--- src/rtl/ps2_line_editor.sv ---
// rtl/ps2_line_editor.sv - PS/2 keystroke line editor with committed-line handoff
// Edge-detected key events edit a live buffer; Enter snapshots it for a consumer.
module ps2_line_editor #(
   parameter int MAX_CHARS = 32,
   parameter int CHAR_W    = 8,
   localparam int CW       = $clog2(MAX_CHARS + 1)
) (
   input  logic                        clock,
   input  logic                        reset,
   input  logic                        key_pressed,
   input  logic [CHAR_W-1:0]           ascii_char,
   input  logic                        line_ack,
   output logic [MAX_CHARS*CHAR_W-1:0] edit_content,
   output logic [CW-1:0]               edit_count,
   output logic [MAX_CHARS*CHAR_W-1:0] line_content,
   output logic [CW-1:0]               line_length,
   output logic                        line_valid,
   output logic                        overflow,
   output logic                        dropped
);

   localparam int BW = MAX_CHARS * CHAR_W;
   localparam logic [CHAR_W-1:0] C_BS    = CHAR_W'(8'h08);
   localparam logic [CHAR_W-1:0] C_ENTER = CHAR_W'(8'h0A);
   localparam logic [CHAR_W-1:0] C_ESC   = CHAR_W'(8'h1B);
   localparam logic [CHAR_W-1:0] C_SPACE = CHAR_W'(8'h20);
   localparam logic [CHAR_W-1:0] C_TILDE = CHAR_W'(8'h7E);

   typedef enum logic {S_EMPTY, S_PENDING} state_t;

   state_t          r_state, w_next_state;
   logic            r_prev_key;
   logic [BW-1:0]   r_edit, w_edit_nxt;
   logic [CW-1:0]   r_edit_count, w_count_nxt;
   logic [BW-1:0]   r_line;
   logic [CW-1:0]   r_line_len;
   logic            r_overflow, w_overflow_nxt;
   logic            r_dropped;
   logic            w_event, w_enter, w_commit, w_drop, w_printable;

   assign w_event     = key_pressed & ~r_prev_key;
   assign w_enter     = w_event && (ascii_char == C_ENTER);
   assign w_printable = (ascii_char >= C_SPACE) && (ascii_char <= C_TILDE);

   always_comb begin
      w_next_state = r_state;
      w_commit     = 1'b0;
      w_drop       = 1'b0;
      case (r_state)
         S_EMPTY: begin
            if (w_enter) begin
               w_commit     = 1'b1;
               w_next_state = S_PENDING;
            end
         end
         S_PENDING: begin
            // Ack and Enter together hand over the old line and commit the new one at once.
            if (w_enter && line_ack) begin
               w_commit = 1'b1;
            end else if (w_enter) begin
               w_drop = 1'b1;
            end else if (line_ack) begin
               w_next_state = S_EMPTY;
            end
         end
         default: w_next_state = S_EMPTY;
      endcase
   end

   always_comb begin
      w_edit_nxt     = r_edit;
      w_count_nxt    = r_edit_count;
      w_overflow_nxt = r_overflow;
      if (w_commit || (w_event && ascii_char == C_ESC)) begin
         w_edit_nxt     = '0;
         w_count_nxt    = '0;
         w_overflow_nxt = 1'b0;
      end else if (w_event && w_printable) begin
         if (r_edit_count < CW'(MAX_CHARS)) begin
            for (int i = 0; i < MAX_CHARS; i++) begin
               if (CW'(i) == r_edit_count) begin
                  w_edit_nxt[BW-1-i*CHAR_W -: CHAR_W] = ascii_char;
               end
            end
            w_count_nxt = r_edit_count + CW'(1);
         end else begin
            w_overflow_nxt = 1'b1;
         end
      end else if (w_event && ascii_char == C_BS && r_edit_count != '0) begin
         for (int i = 0; i < MAX_CHARS; i++) begin
            if (CW'(i + 1) == r_edit_count) begin
               w_edit_nxt[BW-1-i*CHAR_W -: CHAR_W] = '0;
            end
         end
         w_count_nxt = r_edit_count - CW'(1);
      end
   end

   // Previous-key sample resets high so a strobe held across reset release is ignored.
   always_ff @(posedge clock or posedge reset) begin
      if (reset) begin
         r_state      <= S_EMPTY;
         r_prev_key   <= 1'b1;
         r_edit       <= '0;
         r_edit_count <= '0;
         r_line       <= '0;
         r_line_len   <= '0;
         r_overflow   <= 1'b0;
         r_dropped    <= 1'b0;
      end else begin
         r_state      <= w_next_state;
         r_prev_key   <= key_pressed;
         r_edit       <= w_edit_nxt;
         r_edit_count <= w_count_nxt;
         r_overflow   <= w_overflow_nxt;
         if (w_commit) begin
            r_line     <= r_edit;
            r_line_len <= r_edit_count;
         end
         if (w_drop) begin
            r_dropped <= 1'b1;
         end
      end
   end

   assign edit_content = r_edit;
   assign edit_count   = r_edit_count;
   assign line_content = r_line;
   assign line_length  = r_line_len;
   assign line_valid   = (r_state == S_PENDING);
   assign overflow     = r_overflow;
   assign dropped      = r_dropped;

endmodule

--- config.mk ---
export PLATFORM = sky130hd
export DESIGN_NAME = ps2_line_editor
export DESIGN_NICKNAME = d
export VERILOG_FILES = /design/src/rtl/ps2_line_editor.sv
export SDC_FILE = /design/constraint.sdc
export NUM_CORES = 1
export LEC_CHECK = 0
export ABC_CLOCK_PERIOD_IN_PS = 27900
export CAP_MARGIN = 20
export CORE_AREA = 2 2 208 210
export CTS_CLUSTER_DIAMETER = 200
export DETAILED_ROUTE_END_ITERATION = 7
export DIE_AREA = 0 0 210 212
export PLACE_DENSITY = 0.78
export SYNTH_ARGS = -nofsm -noshare
export SYNTH_HDL_FRONTEND = slang
export SYNTH_SLANG_ARGS = --single-unit
--- constraint.sdc ---
create_clock -name clock -period 27.9 [get_ports clock]
set_input_delay 4.185 -clock clock [delete_from_list [all_inputs] [get_ports clock]]
set_output_delay 4.185 -clock clock [all_outputs]
set_load 0.02 [all_outputs]
Yosys cells after proc, flatten, opt, wreduce, memory -nomap -nowiden
Cells that the tools add are included.
Word-level totals
  flip-flop bits (word level): 528
  output and inout bits: 527
Operators by class
  add/subtract/negate cells: 2
  order comparisons: 3
  eq/ne operators: 69
  muxes and demuxes: 84
  bitwise operators: 3
  reductions and logical operators: 78
Operator list (number)
  $mux W256: 4
  $mux W8: 64
  $reduce_and A4 Y1: 32
  $ne A3 B2 Y1 const B: 33
  $reduce_bool A3 Y1: 33
  $eq A5 B6 Y1 const A: 16
  $eq A4 B6 Y1 const A: 8
  $eq A3 B6 Y1 const A: 4
  $mux W6: 4
  $eq A8 B4 Y1 const B: 2
  $eq A2 B6 Y1 const A: 2
  $mux W1: 10
  $eq A8 B5 Y1 const B: 1
  $ge A8 B6 Y1 const B: 1
  $le A8 B7 Y1 const B: 1
  $logic_and A1 B1 Y1: 7
  $add A6 B1 Y6 const B: 1
  $eq A1 B6 Y1 const A: 1
  $eq A6 B6 Y1 const A: 1
  $logic_not A6 Y1: 1
  $lt A6 B6 Y1 const B: 1
  $reduce_bool A6 Y1: 1
  $sub A6 B1 Y6 const B: 1
  $pmux W1 S2: 2
  other kinds (6): 8

Longest topological paths before layout
  depth after elaboration: 9
  gate-level depth with buffers: 9

Worst setup path after synthesis
No wires, ideal clock.
  path type: input to register
  start: input port ascii_char[5]
  end: register r_edit_count[1], in the netlist edit_count[1]
  data arrival time: 5.740 ns
  required time: 27.774 ns
  slack: 22.034 ns
  stages on the path: 7
  buffers on the path: 2
  cells stage by stage: buf_2 > nor4b_4 > nand3_2 > o21ai_2 > buf_4 > o21ai_1 > a221o_1
On the way
  cells in the longest elaborated chain, start to end: 8
  elaborated cells between the ends (all ways): 21
  those cells by class: order compare: 2; eq/ne: 4; mux: 5; reduce/logical: 10
Ends and longest elaborated chain
  start: declaration: line 11  | input logic [CHAR_W-1:0] ascii_char,
  $eq A8 B4 Y1: line 42  | assign w_enter = w_event && (ascii_char == C_ENTER);
  $logic_and A1 B1 Y1: line 42
  $logic_and A1 B1 Y1: line 58  | if (w_enter && line_ack) begin
  $mux W1: line 58
  $pmux W1 S2: line 49  | case (r_state)
  $logic_or A1 B1 Y1: line 74  | if (w_commit || (w_event && ascii_char == C_ESC)) begin
  $ne A3 B2 Y1 (no source line) / $reduce_bool A3 Y1 (equally long branches)
  $reduce_and A2 Y1 (no source line)
  end signal: assignment: line 114  | r_edit_count <= w_count_nxt;
  end: declaration: line 34  | logic [CW-1:0] r_edit_count, w_count_nxt;
Several ways; a longest one is shown, not always the timed one.
A chain may end at the register's enable or synchronous reset.

Worst setup path after layout
  start: input port key_pressed
  end: register r_edit[169], in the netlist edit_content[169]
On the way
  cells in the longest elaborated chain, start to end: 8
  elaborated cells between the ends (all ways): 18
  those cells by class: eq/ne: 2; mux: 5; bitwise: 1; reduce/logical: 10
Ends and longest elaborated chain
  start: declaration: line 10  | input logic key_pressed,
  $and A1 B1 Y1 *: line 41  | assign w_event = key_pressed & ~r_prev_key;
  $logic_and A1 B1 Y1: line 42
  $logic_and A1 B1 Y1: line 58
  $mux W1: line 58
  $pmux W1 S2: line 49
  $logic_or A1 B1 Y1: line 74
  $ne A3 B2 Y1 (no source line) / $reduce_bool A3 Y1 (equally long branches)
  $reduce_and A4 Y1 (no source line)
  end signal: assignment: line 113  | r_edit <= w_edit_nxt;
  end: declaration: line 33  | logic [BW-1:0] r_edit, w_edit_nxt;
Mark *: on every way between the ends. The rest lies on a longest branch, timed or not.

==> flow_summary.json <==
{
  "routed.top_layer": "met5",
  "clock_path_buffers": 3,
  "dieArea_um2": 44500,
  "synthArstFlopShare_pct": 100,
  "yosysMostFrequentCell": "nand2_1",
  "cts_tree": "yes",
  "vdd_ir_drop_max_uv": 41.8,
  "syn_area_um2": 20400,
  "cts.htree.levels": 2,
  "synthTopCellsByArea": "dfrtp_1, nand2_1, a22o_1",
  "cts_setup_buffers": 0,
  "cp_slowest_cell": "nor4_2",
  "clkSlewWorstSetupHoldPaths_ns": 0.06,
  "fillers": 3222,
  "path_common_cell": "buf_4",
  "holdBufCountCts": 0,
  "grt_start_max_net_pins": 150,
  "violations": "DRC",
  "avgSynthCellArea_um2": 10.7,
  "period_needed_ns": 7.11,
  "clock.fmax_mhz": 141,
  "die_h_um": 212,
  "num_io_pins": 539,
  "fin_crit_sh_pct": 25.5,
  "drt_iter0_drc": 1736,
  "dr_wl_met3_um": 5390,
  "power_density_nw_per_um2": 72.2,
  "numPortBuffers": 538,
  "syn-num-nets": 1920,
  "leakagePower_nw": 13.5,
  "wl_per_cell_um": 22.7,
  "maxSlewViolCount": 0,
  "cts_root_buffer": "clkbuf_16",
  "routed_wl_um": 68200,
  "placed_cells": 2903,
  "placed_area_um2": 26200,
  "tightest_slew_ns": 1.21,
  "met1_length_um": 27100,
  "ys_ff_latch": 528,
  "synth_edf_count": 0,
  "holdCritPathClass": "reg -> reg",
  "dr_wl_met2_um": 33400,
  "synthCells": 1903,
  "coreArea_um2": 42500,
  "maxSlewHeadroom_pct": 18.3,
  "crit_type": "in -> reg",
  "grt_pass1_vias": 16700,
  "start_util_pct": 48.0,
  "cts_resized": 0,
  "crit_path_end_kind": "flop",
  "grt_pass1_wl_um": 103000,
  "skew_ns": 0.0177,
  "hold_viol": 0,
  "antenna_found_initial": 3,
  "vias_per_cell": 5.67,
  "final_area_um2": 28000,
  "gp_congestion": 0.916,
  "critical_path.max_stage_delay_ns": 1.03,
  "vias": 17000,
  "clock_latency_ns": 0.59,
  "cp-start-kind": "primary input",
  "grt-ovfl-total": 0,
  "crit_chain": "clkdlybuf4s50_1 -> nor3b_4 -> o211ai_2 -> buf_4 -> nor4_2 -> nor3_1 -> buf_4 -> a22o_1",
  "final_cells": 3005,
  "dr.pass1.iters": 8,
  "tns_ns": 0,
  "die_width_um": 210,
  "yosys_warnings": 0,
  "crit_fanout": 21,
  "required_ns": 28.38,
  "cp_data_arrival_time_ns": 7.58,
  "synth_flop_cell": "dfrtp_1",
  "drcViolationCount": 1,
  "rsz0062_at_grt": "false",
  "netlist.area_leader.share_pct": 64.6,
  "final-setup-viol-count": 0,
  "synth_common_cells": "nand2_1, dfrtp_1, a22o_1",
  "yosysSeqAreaShare_pct": 64.7,
  "drive_above_1_share_pct": 6.59,
  "status": "complete, but fails checks",
  "drtAntennaViolNets": 0,
  "ys_types": 62,
  "row_count": 76,
  "synth_top_cell_by_area": "dfrtp_1",
  "area_growth_syn_to_layout_pct": 37.2,
  "hpwl_um": 46600,
  "fin_nets": 2434,
  "cts_inserted_buffers": 53,
  "grt_usage_pct": 30.4,
  "cap_violations": 0,
  "clock-sinks": 528
}
-- cell families after synthesis --
group / after synthesis / share of synthesized area, %
flops: 528 / 64.7
simple gates: 962 / 19.5
fa+ha+maj: 5 / 0.306
buf+inv: 117 / 2.61
compound gates: 282 / 12.4
mux: 9 / 0.447
-- final cells by class --
| cell class | count | area, um2 | area share (%) |
|---|---|---|---|
| clock buffers | 74 | 1520 | 5.41 |
| clock inverters | 21 | 241 | 0.862 |
| repair buffers | 564 | 5610 | 20.0 |
| multi-input cells | 1258 | 6700 | 23.9 |
| diodes | 2 | 5.00 | 0.0179 |
| inverters | 12 | 52.6 | 0.188 |
| flip-flops and latches | 528 | 13200 | 47.2 |
| well taps | 546 | 683 | 2.44 |
-- flip-flops by register name, indices dropped and copies added (netlist names) --
signal / flops
line_length: 6
line_content: 256
edit_count: 6
line_valid: 1
dropped: 1
edit_content: 256
r_prev_key: 1
overflow: 1
-- metrics by stage --
| stage | power (W) | util, % | hold WS (ns) | setup WS [ns] |
|---|---|---|---|---|
| finish | 0.00202 | 65.9 | 0.462 | 20.79 |
| detailed placement | 0.00131 | 61.5 | 0.454 | 20.24 |
| CTS | 0.00203 | 65.7 | 0.468 | 20.87 |
| global route | 0.00209 | 65.9 | 0.481 | 20.62 |
| global placement | 0.00130 | 61.5 | 0.449 | 20.33 |
| floorplan | 0.00110 | - | 0.581 | 8.96 |
-- final timing paths --
path                                   startpoint                end  slack [ns]  cells past startpoint
worst min register to register  line_content[161]  line_content[161]        0.46                      2
worst min-delay path            line_content[161]  line_content[161]        0.46                      2
min in group asynchronous                   reset  edit_content[169]        4.05                      2
max in group asynchronous                   reset   line_content[15]       21.68                      5
worst max register to register      edit_count[5]  edit_content[169]       24.39                      6
worst max-delay path                  key_pressed  edit_content[169]       20.79                      8
-- power breakdown --
group	switching (W)	internal (W)	leakage [nW]	total (W)
clock network	0.000297	0.000424	0.872	0.000721
registers	0.0000821	0.000827	7.28	0.000909
logic	0.000227	0.000165	5.30	0.000393
-- critical path: cells and delay by family --
kind / cells / cell delay, ns
simple gates: 3 / 1.95
buf+inv: 3 / 1.08
compound gates: 2 / 0.35
-- layer usage --
layer | vias to the layer above | global-route usage [%]
met4 | 2 | 10.7
met3 | 153 | 7.18
li1 | 7434 | -
met2 | 833 | 50.2
met1 | 8625 | 39.6
met5 | - | 0
-- cells in the final DEF, fill, tap and decap left out, types with 4 or more instances in the layout --
| cell type | Yosys | final |
|---|---|---|
| o2bb2ai_1 | 68 | 68 |
| ha_1 | 5 | 5 |
| o2bb2ai_2 | 8 | 8 |
| a211oi_2 | 4 | 4 |
| clkinv_2 | 0 | 13 |
| a32o_1 | 58 | 58 |
| mux2i_1 | 8 | 8 |
| buf_2 | 26 | 7 |
| o21ai_0 | 12 | 12 |
| clkbuf_16 | 0 | 53 |
| nand4_1 | 8 | 8 |
| clkdlybuf4s50_1 | 0 | 531 |
| nand2_1 | 806 | 806 |
| bufinv_16 | 0 | 5 |
| and2_1 | 37 | 37 |
| a211o_1 | 4 | 4 |
| clkbuf_8 | 0 | 11 |
| nor3_1 | 14 | 14 |
| o22ai_1 | 5 | 5 |
| buf_4 | 14 | 22 |
| nand3_1 | 10 | 9 |
| inv_1 | 12 | 11 |
| nor3_2 | 10 | 10 |
| a21oi_1 | 8 | 8 |
| dfrtp_1 | 527 | 527 |
| a22o_1 | 91 | 91 |
| nor2_1 | 43 | 43 |
| nor4_1 | 4 | 4 |
| clkbuf_1 | 63 | 10 |
(Power assumes the default switching activity.)
